===== config.mk =====
export PLATFORM = sky130hd
export DESIGN_NAME = airi5c_pcpi_issue
export DESIGN_NICKNAME = d
export VERILOG_FILES = /design/src/rtl/airi5c_pcpi_issue_pkg.sv /design/src/rtl/airi5c_pcpi_timeout.sv /design/src/rtl/airi5c_pcpi_issue.sv
export SDC_FILE = /design/constraint.sdc
export NUM_CORES = 1
export LEC_CHECK = 0
export BUFFER_PORTS_ARGS = -buffer_cell sky130_fd_sc_hd__clkbuf_2
export CELL_PAD_IN_SITES_DETAIL_PLACEMENT = 0
export CELL_PAD_IN_SITES_GLOBAL_PLACEMENT = 1
export CORE_MARGIN = 8
export CORE_UTILIZATION = 37
export DETAILED_ROUTE_END_ITERATION = 10
export GPL_ROUTABILITY_DRIVEN = 0
export PLACE_DENSITY_LB_ADDON = 0.15
export SLEW_MARGIN = 10
export SYNTH_ARGS = -nofsm -noshare
export SYNTH_HDL_FRONTEND = slang
export SYNTH_HIERARCHICAL = 1
export SYNTH_SLANG_ARGS = --single-unit

===== constraint.sdc =====
create_clock -name clk_i -period 3.5 [get_ports clk_i]
set_input_delay 0.35 -clock clk_i [delete_from_list [all_inputs] [get_ports clk_i]]
set_output_delay 0.35 -clock clk_i [all_outputs]
set_load 0.01 [all_outputs]

===== src/rtl/airi5c_pcpi_issue_pkg.sv =====
// Shared constants for the PCPI issue block: FSM state encodings, default timeout, and the NOP word.
package airi5c_pcpi_issue_pkg;

  typedef enum logic [1:0] {
    PCPI_ST_IDLE  = 2'd0,
    PCPI_ST_ISSUE = 2'd1,
    PCPI_ST_DONE  = 2'd2,
    PCPI_ST_ERR   = 2'd3
  } pcpi_state_e;

  localparam int unsigned PCPI_TIMEOUT_DEFAULT = 16;

  // addi x0, x0, 0
  localparam logic [31:0] RV_NOP = 32'h0000_0013;

endpackage


===== src/rtl/airi5c_pcpi_timeout.sv =====
// Saturating cycle counter with synchronous clear; expired is high once the count reaches MaxCount.
module airi5c_pcpi_timeout #(
  parameter int unsigned MaxCount = 16
) (
  input  logic clk_i,
  input  logic rst_i,
  input  logic clr_i,
  input  logic en_i,
  output logic expired_o
);

  localparam int unsigned CntW = $clog2(MaxCount + 1);
  localparam logic [CntW-1:0] CntMax = CntW'(MaxCount);

  logic [CntW-1:0] cnt_q, cnt_d;

  always_comb begin
    cnt_d = cnt_q;
    if (clr_i) begin
      cnt_d = '0;
    end else if (en_i && (cnt_q != CntMax)) begin
      cnt_d = cnt_q + CntW'(1);
    end
  end

  always_ff @(posedge clk_i) begin
    if (rst_i) begin
      cnt_q <= '0;
    end else begin
      cnt_q <= cnt_d;
    end
  end

  assign expired_o = (cnt_q == CntMax);

endmodule


===== src/rtl/airi5c_pcpi_issue.sv =====
// EX-stage PCPI initiator: issues to the coprocessor, stalls EX until it answers, strobes the result.
// Define AIRI5C_PCPI_TIMEOUT_EN to add the unclaimed-instruction timeout and illegal_insn_o strobe.
module airi5c_pcpi_issue
  import airi5c_pcpi_issue_pkg::*;
#(
  parameter int unsigned TIMEOUT_CYCLES = PCPI_TIMEOUT_DEFAULT,
  parameter int unsigned XPR_LEN        = 32
) (
  input  logic               clk_i,
  input  logic               rst_i,
  input  logic               pcpi_valid_unkilled_ex_i,
  input  logic               kill_ex_i,
  input  logic [31:0]        inst_ex_i,
  input  logic [XPR_LEN-1:0] rs1_ex_i,
  input  logic [XPR_LEN-1:0] rs2_ex_i,
  output logic               pcpi_valid_o,
  output logic [31:0]        pcpi_insn_o,
  output logic [XPR_LEN-1:0] pcpi_rs1_o,
  output logic [XPR_LEN-1:0] pcpi_rs2_o,
  input  logic               pcpi_wait_i,
  input  logic               pcpi_ready_i,
  input  logic               pcpi_wr_i,
  input  logic [XPR_LEN-1:0] pcpi_rd_i,
  output logic               stall_ex_o,
  output logic               result_valid_o,
  output logic               result_wr_o,
  output logic [XPR_LEN-1:0] result_o,
  output logic               illegal_insn_o
);

  pcpi_state_e        state_q, state_d;
  logic               req;
  logic               expired;
  logic               valid_q;
  logic [31:0]        insn_q;
  logic [XPR_LEN-1:0] rs1_q, rs2_q, result_q;
  logic               result_wr_q;

  assign req = pcpi_valid_unkilled_ex_i & ~kill_ex_i;

`ifdef AIRI5C_PCPI_TIMEOUT_EN
  // Counter only runs in ISSUE; a busy coprocessor keeps restarting it.
  airi5c_pcpi_timeout #(
    .MaxCount(TIMEOUT_CYCLES)
  ) u_timeout (
    .clk_i    (clk_i),
    .rst_i    (rst_i),
    .clr_i    ((state_q != PCPI_ST_ISSUE) | pcpi_wait_i),
    .en_i     (state_q == PCPI_ST_ISSUE),
    .expired_o(expired)
  );
  assign illegal_insn_o = (state_q == PCPI_ST_ERR);
`else
  logic unused_timeout;
  assign unused_timeout = pcpi_wait_i ^ (TIMEOUT_CYCLES != 0);
  assign expired        = 1'b0;
  assign illegal_insn_o = 1'b0;
`endif

  always_comb begin
    state_d    = state_q;
    stall_ex_o = 1'b0;
    unique case (state_q)
      PCPI_ST_IDLE: begin
        if (req) begin
          state_d    = PCPI_ST_ISSUE;
          stall_ex_o = 1'b1;
        end
      end
      PCPI_ST_ISSUE: begin
        stall_ex_o = 1'b1;
        if (kill_ex_i) begin
          state_d = PCPI_ST_IDLE;
        end else if (pcpi_ready_i) begin
          state_d = PCPI_ST_DONE;
        end else if (expired) begin
          state_d = PCPI_ST_ERR;
        end
      end
      PCPI_ST_DONE: state_d = PCPI_ST_IDLE;
      PCPI_ST_ERR:  state_d = PCPI_ST_IDLE;
      default:      state_d = PCPI_ST_IDLE;
    endcase
  end

  always_ff @(posedge clk_i) begin
    if (rst_i) begin
      state_q     <= PCPI_ST_IDLE;
      valid_q     <= 1'b0;
      insn_q      <= RV_NOP;
      rs1_q       <= '0;
      rs2_q       <= '0;
      result_q    <= '0;
      result_wr_q <= 1'b0;
    end else begin
      state_q <= state_d;
      valid_q <= (state_d == PCPI_ST_ISSUE);
      if ((state_q == PCPI_ST_IDLE) && req) begin
        insn_q <= inst_ex_i;
        rs1_q  <= rs1_ex_i;
        rs2_q  <= rs2_ex_i;
      end
      if ((state_q == PCPI_ST_ISSUE) && !kill_ex_i && pcpi_ready_i) begin
        result_q    <= pcpi_rd_i;
        result_wr_q <= pcpi_wr_i;
      end
    end
  end

  assign pcpi_valid_o   = valid_q;
  assign pcpi_insn_o    = insn_q;
  assign pcpi_rs1_o     = rs1_q;
  assign pcpi_rs2_o     = rs2_q;
  assign result_valid_o = (state_q == PCPI_ST_DONE);
  assign result_wr_o    = result_wr_q;
  assign result_o       = result_q;

endmodule


==> results.toml, run 1 <==
[timing]
drv_slew = 0
layout_setup_ws_ns = 1.59
skew_ns = 0.00962
period_share_pct = 54.5
setup_viol = 0
tightestPinTransition_ns = 0.999
hold_violations = 0
fmax_mhz = 524
slew_headroom_pct = 33.4
period_needed_ns = 1.91
rsz0062_at_grt = "false"
hold_ws_ns = 0.172
tns_ns = 0

[run]
cap_violations = 0

[run_status]
outcome = "complete, no violations"

[worst_setup_path]
critical_path.slowest_cell = "buf_4"
path_delay_family = "buffers and inverters"
start_kind = "flop"
arrival_ns = 2.24
cp.required_ns = 3.83
path_cells = "nor4b_4, buf_4, mux2i_1"
cp-end-kind = "flop"
critPathMaxFanout = 58
cpPeakStageDelay_ns = 0.79
crit_start = "state_q[1]$_SDFF_PP0_"
crit_buf_inv = 1
r2r_slack_ns = 1.59
reg2reg_from = "state_q[1]$_SDFF_PP0_"
path_class = "reg -> reg"

[clocking]
clk_pin_slew_ns = 0.06
numCtsBuffers = 17
clock_sinks = 132
clkLatencyLatePin_ns = 0.42
cts_tree = "yes"
htreeDepth = 4
ctsHoldBuffers = 0
cts-root-buf = "clkbuf_16"
ctsResizeCount = 0
post_cts_buffers = 0
clk_path_buf_depth = 2

[die]
fp.dieW_um = 142
row_count = 46
die_h_um = 142
die_area_sq_um = 20300
ios = 268
core_sq_um = 15800
start_util_pct = 37.5

[grt]
grt_util_all_layers_pct = 15.3
globalRouteOverflowTotal = 0
first_global_vias = 4704
antenna_found_initial = 0
grt_max_degree = 141
grt_pass1_wl_um = 24200

[worst_hold_path]
hp-start = "pcpi_rd_i[27]"
hp-class = "in -> reg"

[detailed_routing]
firstDrtPassIters = 4
vias_per_cell = 4.40
antenna_left = 0
routed_wl_um = 15900
drtIter0Drc = 205
vias = 4612
wl_per_cell_um = 15.1
drc = 0

[yosys]
syn_nets = 711
syn_area_per_cell_sq_um = 10.3
synth_top_area_cell = "dfxtp_1"
seq_area_frac_synth_pct = 44.7
yosys_warnings = 6
synthCells = 576
ys_seq_elements = 132
synthTopCellsByArea = "dfxtp_1 45%, nand2b_1 27%, mux2i_1 22%, clkbuf_1 1.7%, buf_12 1.7%"
ys_types = 15
synth_top_area_share_pct = 44.7
synth_area_sq_um = 5910

[placement]
io_buffers = 265
dp_hpwl_um = 11700
place_worst_setup_slack_ns = 1.51

[layout]
drive_gt1_share_pct = 36.3
nNetsFinal = 955
areaGrowthSynthToFinish_pct = 33.8
n_antenna_cell = 0
final_common_cell = "clkbuf_2"
mostFrequentLayoutCells = "264 x clkbuf_2, 255 x nand2b_1, 132 x dfxtp_1, 129 x mux2i_1, 17 x clkbuf_16"
final_core_util_pct = 50.1

[power_and_ir_drop]
power.density_nw_per_um2 = 487
p_total_mw = 3.85
peakVddDrop_mv = 0.324
power.static_leakage_nw = 3.49
cell usage after synthesis:
| master | number |
|---|---|
| nand2b_1 | 255 |
| dfxtp_1 | 132 |
| mux2i_1 | 129 |
| clkbuf_1 | 27 |
| buf_4 | 9 |
| nor2_1 | 6 |
| buf_12 | 5 |
| buf_2 | 4 |
| a2111oi_0 | 2 |
| nor2b_1 | 2 |
| a21oi_1 | 1 |
| conb_1 | 1 |
| inv_1 | 1 |
| nor4b_2 | 1 |
| nor4bb_1 | 1 |
worst register-to-register path, delay by kind of cell, from the launching register on:
family | cells | cell delay [ns]
multiplexers | 1 | 0.35
flip-flops | 1 | 0.39
buffers and inverters | 1 | 0.79
AND/OR/NAND/NOR | 1 | 0.31
registers in the layout, summed over array words and instances (netlist names):
name,count
pcpi_insn_o,32
result_wr_o,1
pcpi_valid_o,1
pcpi_rs2_o,32
state_q,2
result_o,32
pcpi_rs1_o,32
where the power goes:
group / internal (mW) / switching, mW
Clock: 1.19 / 0.650
Combinational: 0.214 / 0.193
Sequential: 1.57 / 0.0331
Total: 2.97 / 0.877
final timing paths:
check | endpoint | cells after the start
worst max-delay path | pcpi_rs2_o[16]$_SDFFE_PP0P_ | 3
worst min-delay path | result_o[27]$_SDFFE_PP0P_ | 3
worst max register to register | pcpi_rs2_o[16]$_SDFFE_PP0P_ | 3
worst min register to register | pcpi_rs1_o[11]$_SDFFE_PP0P_ | 2
per-layer routing:
layer  vias to the layer above  GRT usage [%]  share of wire, %
met5                         -              0                 0
met4                         0           7.21               2.4
met3                        24           6.88               9.2
met2                       162           25.8                49
met1                      2096           15.9                40
li1                       2330              -                 -
per-stage QoR:
| step | instance area, sq um | std cells |
|---|---|---|
| 2_1_floorplan | 5910 | 576 |
| 3_3_place_gp | 7290 | 1017 |
| 3_5_place_dp | 7290 | 1017 |
| 4_1_cts | 7910 | 1049 |
| 5_1_grt | 7910 | 1049 |
| 6_report | 7910 | 1049 |
cell families after synthesis:
kind of cell / synth area share (%)
AOI/OAI and AO/OA: 0.381
DFF: 44.7
buffers and inverters: 4.96
and+or+nand+nor: 28.0
muxes: 21.9
other: 0.0635
layout make-up:
type	count	area [sq um]
Fill cell	1514	7870
Multi-Input combinational cell	398	3000
Inverter	1	3.75
Timing Repair Buffer	270	1380
Tap cell	216	270
Sequential cell	132	2640
Clock buffer	23	488
Clock inverter	9	125
No activity file was read; power rests on OpenSTA's default activity.
==> run 2, diff against run 1 <==
--- a/config.mk
+++ b/config.mk
@@ -5,11 +5,12 @@
 export SDC_FILE = /design/constraint.sdc
 export NUM_CORES = 1
 export LEC_CHECK = 0
+export ABC_AREA = 1
 export BUFFER_PORTS_ARGS = -buffer_cell sky130_fd_sc_hd__clkbuf_2
 export CELL_PAD_IN_SITES_DETAIL_PLACEMENT = 0
 export CELL_PAD_IN_SITES_GLOBAL_PLACEMENT = 1
 export CORE_MARGIN = 8
-export CORE_UTILIZATION = 37
+export CORE_UTILIZATION = 30
 export DETAILED_ROUTE_END_ITERATION = 10
 export GPL_ROUTABILITY_DRIVEN = 0
 export PLACE_DENSITY_LB_ADDON = 0.15
==> constraint.sdc (replaced) <==
create_clock -name clk_i -period 1.8 [get_ports clk_i]
set_input_delay 0.18 -clock clk_i [delete_from_list [all_inputs] [get_ports clk_i]]
set_output_delay 0.18 -clock clk_i [all_outputs]
set_load 0.01 [all_outputs]
==> results.toml, run 2 <==
[detailed_routing]
routed_wl_um = 18000
antenna_left = 0
firstDrtPassIters = 4
drtIter0Drc = 270
wl_per_cell_um = 15.6
drc = 0
vias = 5295
vias_per_cell = 4.59

[worst_setup_path]
path_class = "reg -> out"
crit_start = "state_q[0]$_SDFF_PP0_"
cpPeakStageDelay_ns = 0.35
reg2reg_from = "state_q[0]$_SDFF_PP0_"
start_kind = "flop"
critical_path.slowest_cell = "dfxtp_1"
cp.required_ns = 1.62
cp-end-kind = "primary output"
critPathMaxFanout = 28
arrival_ns = 1.45
path_cells = "nor2_4, nand2_8, o21ai_0, clkbuf_2"

[grt]
globalRouteOverflowTotal = 0
first_global_vias = 5474
grt_pass1_wl_um = 29100
grt_max_degree = 97
antenna_found_initial = 0
grt_util_all_layers_pct = 16.9

[timing]
rsz0062_at_grt = "false"
hold_ws_ns = 0.0236
drv_slew = 0
fmax_mhz = 615
tns_ns = 0
period_share_pct = 90.4
setup_viol = 0
hold_violations = 0
period_needed_ns = 1.63
layout_setup_ws_ns = 0.173
skew_ns = 0.0123

[placement]
place_worst_setup_slack_ns = 0.365
dp_hpwl_um = 12600
io_buffers = 265

[clocking]
cts-root-buf = "clkbuf_16"
clkLatencyLatePin_ns = 0.41
clk_path_buf_depth = 2
clk_pin_slew_ns = 0.06
htreeDepth = 4
cts_tree = "yes"
numCtsBuffers = 17
clock_sinks = 132
post_cts_buffers = 0

[run_status]
outcome = "complete, no violations"

[layout]
nNetsFinal = 1056
areaGrowthSynthToFinish_pct = 45.2
drive_gt1_share_pct = 33.4
final_core_util_pct = 44.4
n_antenna_cell = 0
fillCellCount = 1697
mostFrequentLayoutCells = "264 x clkbuf_2, 132 x dfxtp_1, 129 x nand2_1, 101 x nand3_1, 95 x a21oi_1"
final_common_cell = "clkbuf_2"

[power_and_ir_drop]
peakVddDrop_mv = 0.631
power.density_nw_per_um2 = 998
p_total_mw = 7.29
power.static_leakage_nw = 3.43

[yosys]
yosysMostFrequentCell = "dfxtp_1"
synth_top_area_share_pct = 52.5
syn_area_per_cell_sq_um = 7.60
synth_common_cells = "132 x dfxtp_1, 129 x nand2_1, 101 x nand3_1"
syn_nets = 797
synth-xor-area-share_pct = 0
ys_types = 19
synthAdderAreaFrac_pct = 0
synth-async-reset-ratio_pct = 0
synth_top_family_by_area = "simple AND/OR/NAND/NOR gates"
synth_top_area_cell = "dfxtp_1"
synthMuxAreaShare_pct = 0
yosys_warnings = 6
synth_edf_count = 0
synth_area_sq_um = 5030
synthTopCellsByArea = "dfxtp_1 53%, nand3_1 10%, nand2_1 9.6%, a21oi_1 9.5%, nor2_1 5.0%"
synthCells = 662
synthSimpleGateAreaFrac_pct = 29.7
seq_area_frac_synth_pct = 52.5
synth_compound_area_share_pct = 9.55
ys_seq_elements = 132
synthFlopType = "dfxtp_1"

[die]
fp.dieW_um = 145
start_util_pct = 30.5
die_area_sq_um = 21200
die_h_um = 145
row_count = 47
ios = 268
core_sq_um = 16500

[worst_hold_path]
hp-start = "rs1_ex_i[15]"
hp-class = "in -> reg"

[run]
cap_violations = 0
run 2: changes by cell type in the layout (fill, tap and decap cells not counted), sizes merged, moves of 8 or more:
cell         delta
nand2b        -255
nand2         +130
mux2i         -129
nand3         +101
a21oi          +94
nor2           +65
inv            +37
nand4          +33
dlygate4sd3    +20
buf             +8
run 2: power breakdown:
| part | switching (mW) | leakage, nW | internal, mW | total, mW |
|---|---|---|---|---|
| Sequential | 0.0631 | 1.08 | 3.05 | 3.11 |
| Combinational | 0.482 | 2.08 | 0.350 | 0.832 |
| Clock | 1.24 | 0.277 | 2.10 | 3.35 |
| Total | 1.79 | 3.43 | 5.50 | 7.29 |
run 2: per-stage QoR:
| stage | cells | area, sq um |
|---|---|---|
| 6_report | 1154 | 7300 |
| 5_1_grt | 1154 | 7300 |
| 4_1_cts | 1154 | 7300 |
| 3_5_place_dp | 1102 | 6520 |
| 3_3_place_gp | 1102 | 6520 |
| 2_1_floorplan | 662 | 5030 |
run 2: final timing paths:
path                                                endpoint  slack, ns  cells past startpoint
worst max register to register   pcpi_rs1_o[23]$_SDFFE_PP0P_       0.40                      4
worst min-delay path             pcpi_rs1_o[15]$_SDFFE_PP0P_       0.02                      3
worst min register to register  pcpi_insn_o[21]$_SDFFE_PP0P_       0.46                      2
worst max-delay path                              stall_ex_o       0.17                      4
run 2: per-layer routing:
metal | up-vias | part of all wire [%] | global-route usage (%)
li1 | 2692 | - | -
met1 | 2395 | 41 | 18.9
met2 | 185 | 48 | 27.6
met3 | 23 | 8.7 | 7.40
met4 | 0 | 2.2 | 7.34
met5 | - | 0 | 0
run 2: logic make-up after synthesis:
| logic type | after synthesis |
|---|---|
| AND/OR/NAND/NOR | 336 |
| flip-flops | 132 |
| buffers and inverters | 97 |
| AO/OA/AOI/OAI | 96 |
| other | 1 |
run 2: critical path: cells and delay by family (launching register included):
family / cells / cell delay [ns]
buf+inv: 1 / 0.17
simple gates: 2 / 0.40
flops: 1 / 0.35
compound gates: 1 / 0.12
run 2: what timing repair did:
item / in CTS / in global routing
hold buffers: 20 / 0
resized for setup: 0 / 1
setup endpoints to repair: 0 / 1
endpoints found under the hold margin: 20 / 0
run 2: final cells by class:
type	count	area (sq um)	share of cell area, %
multi-input combinational	433	1990	27.3
timing repair buffer	298	1680	23.0
clock inverter	9	104	1.42
sequential	132	2640	36.2
clock buffer	23	468	6.41
tap	220	275	3.77
inverter	39	146	2.00
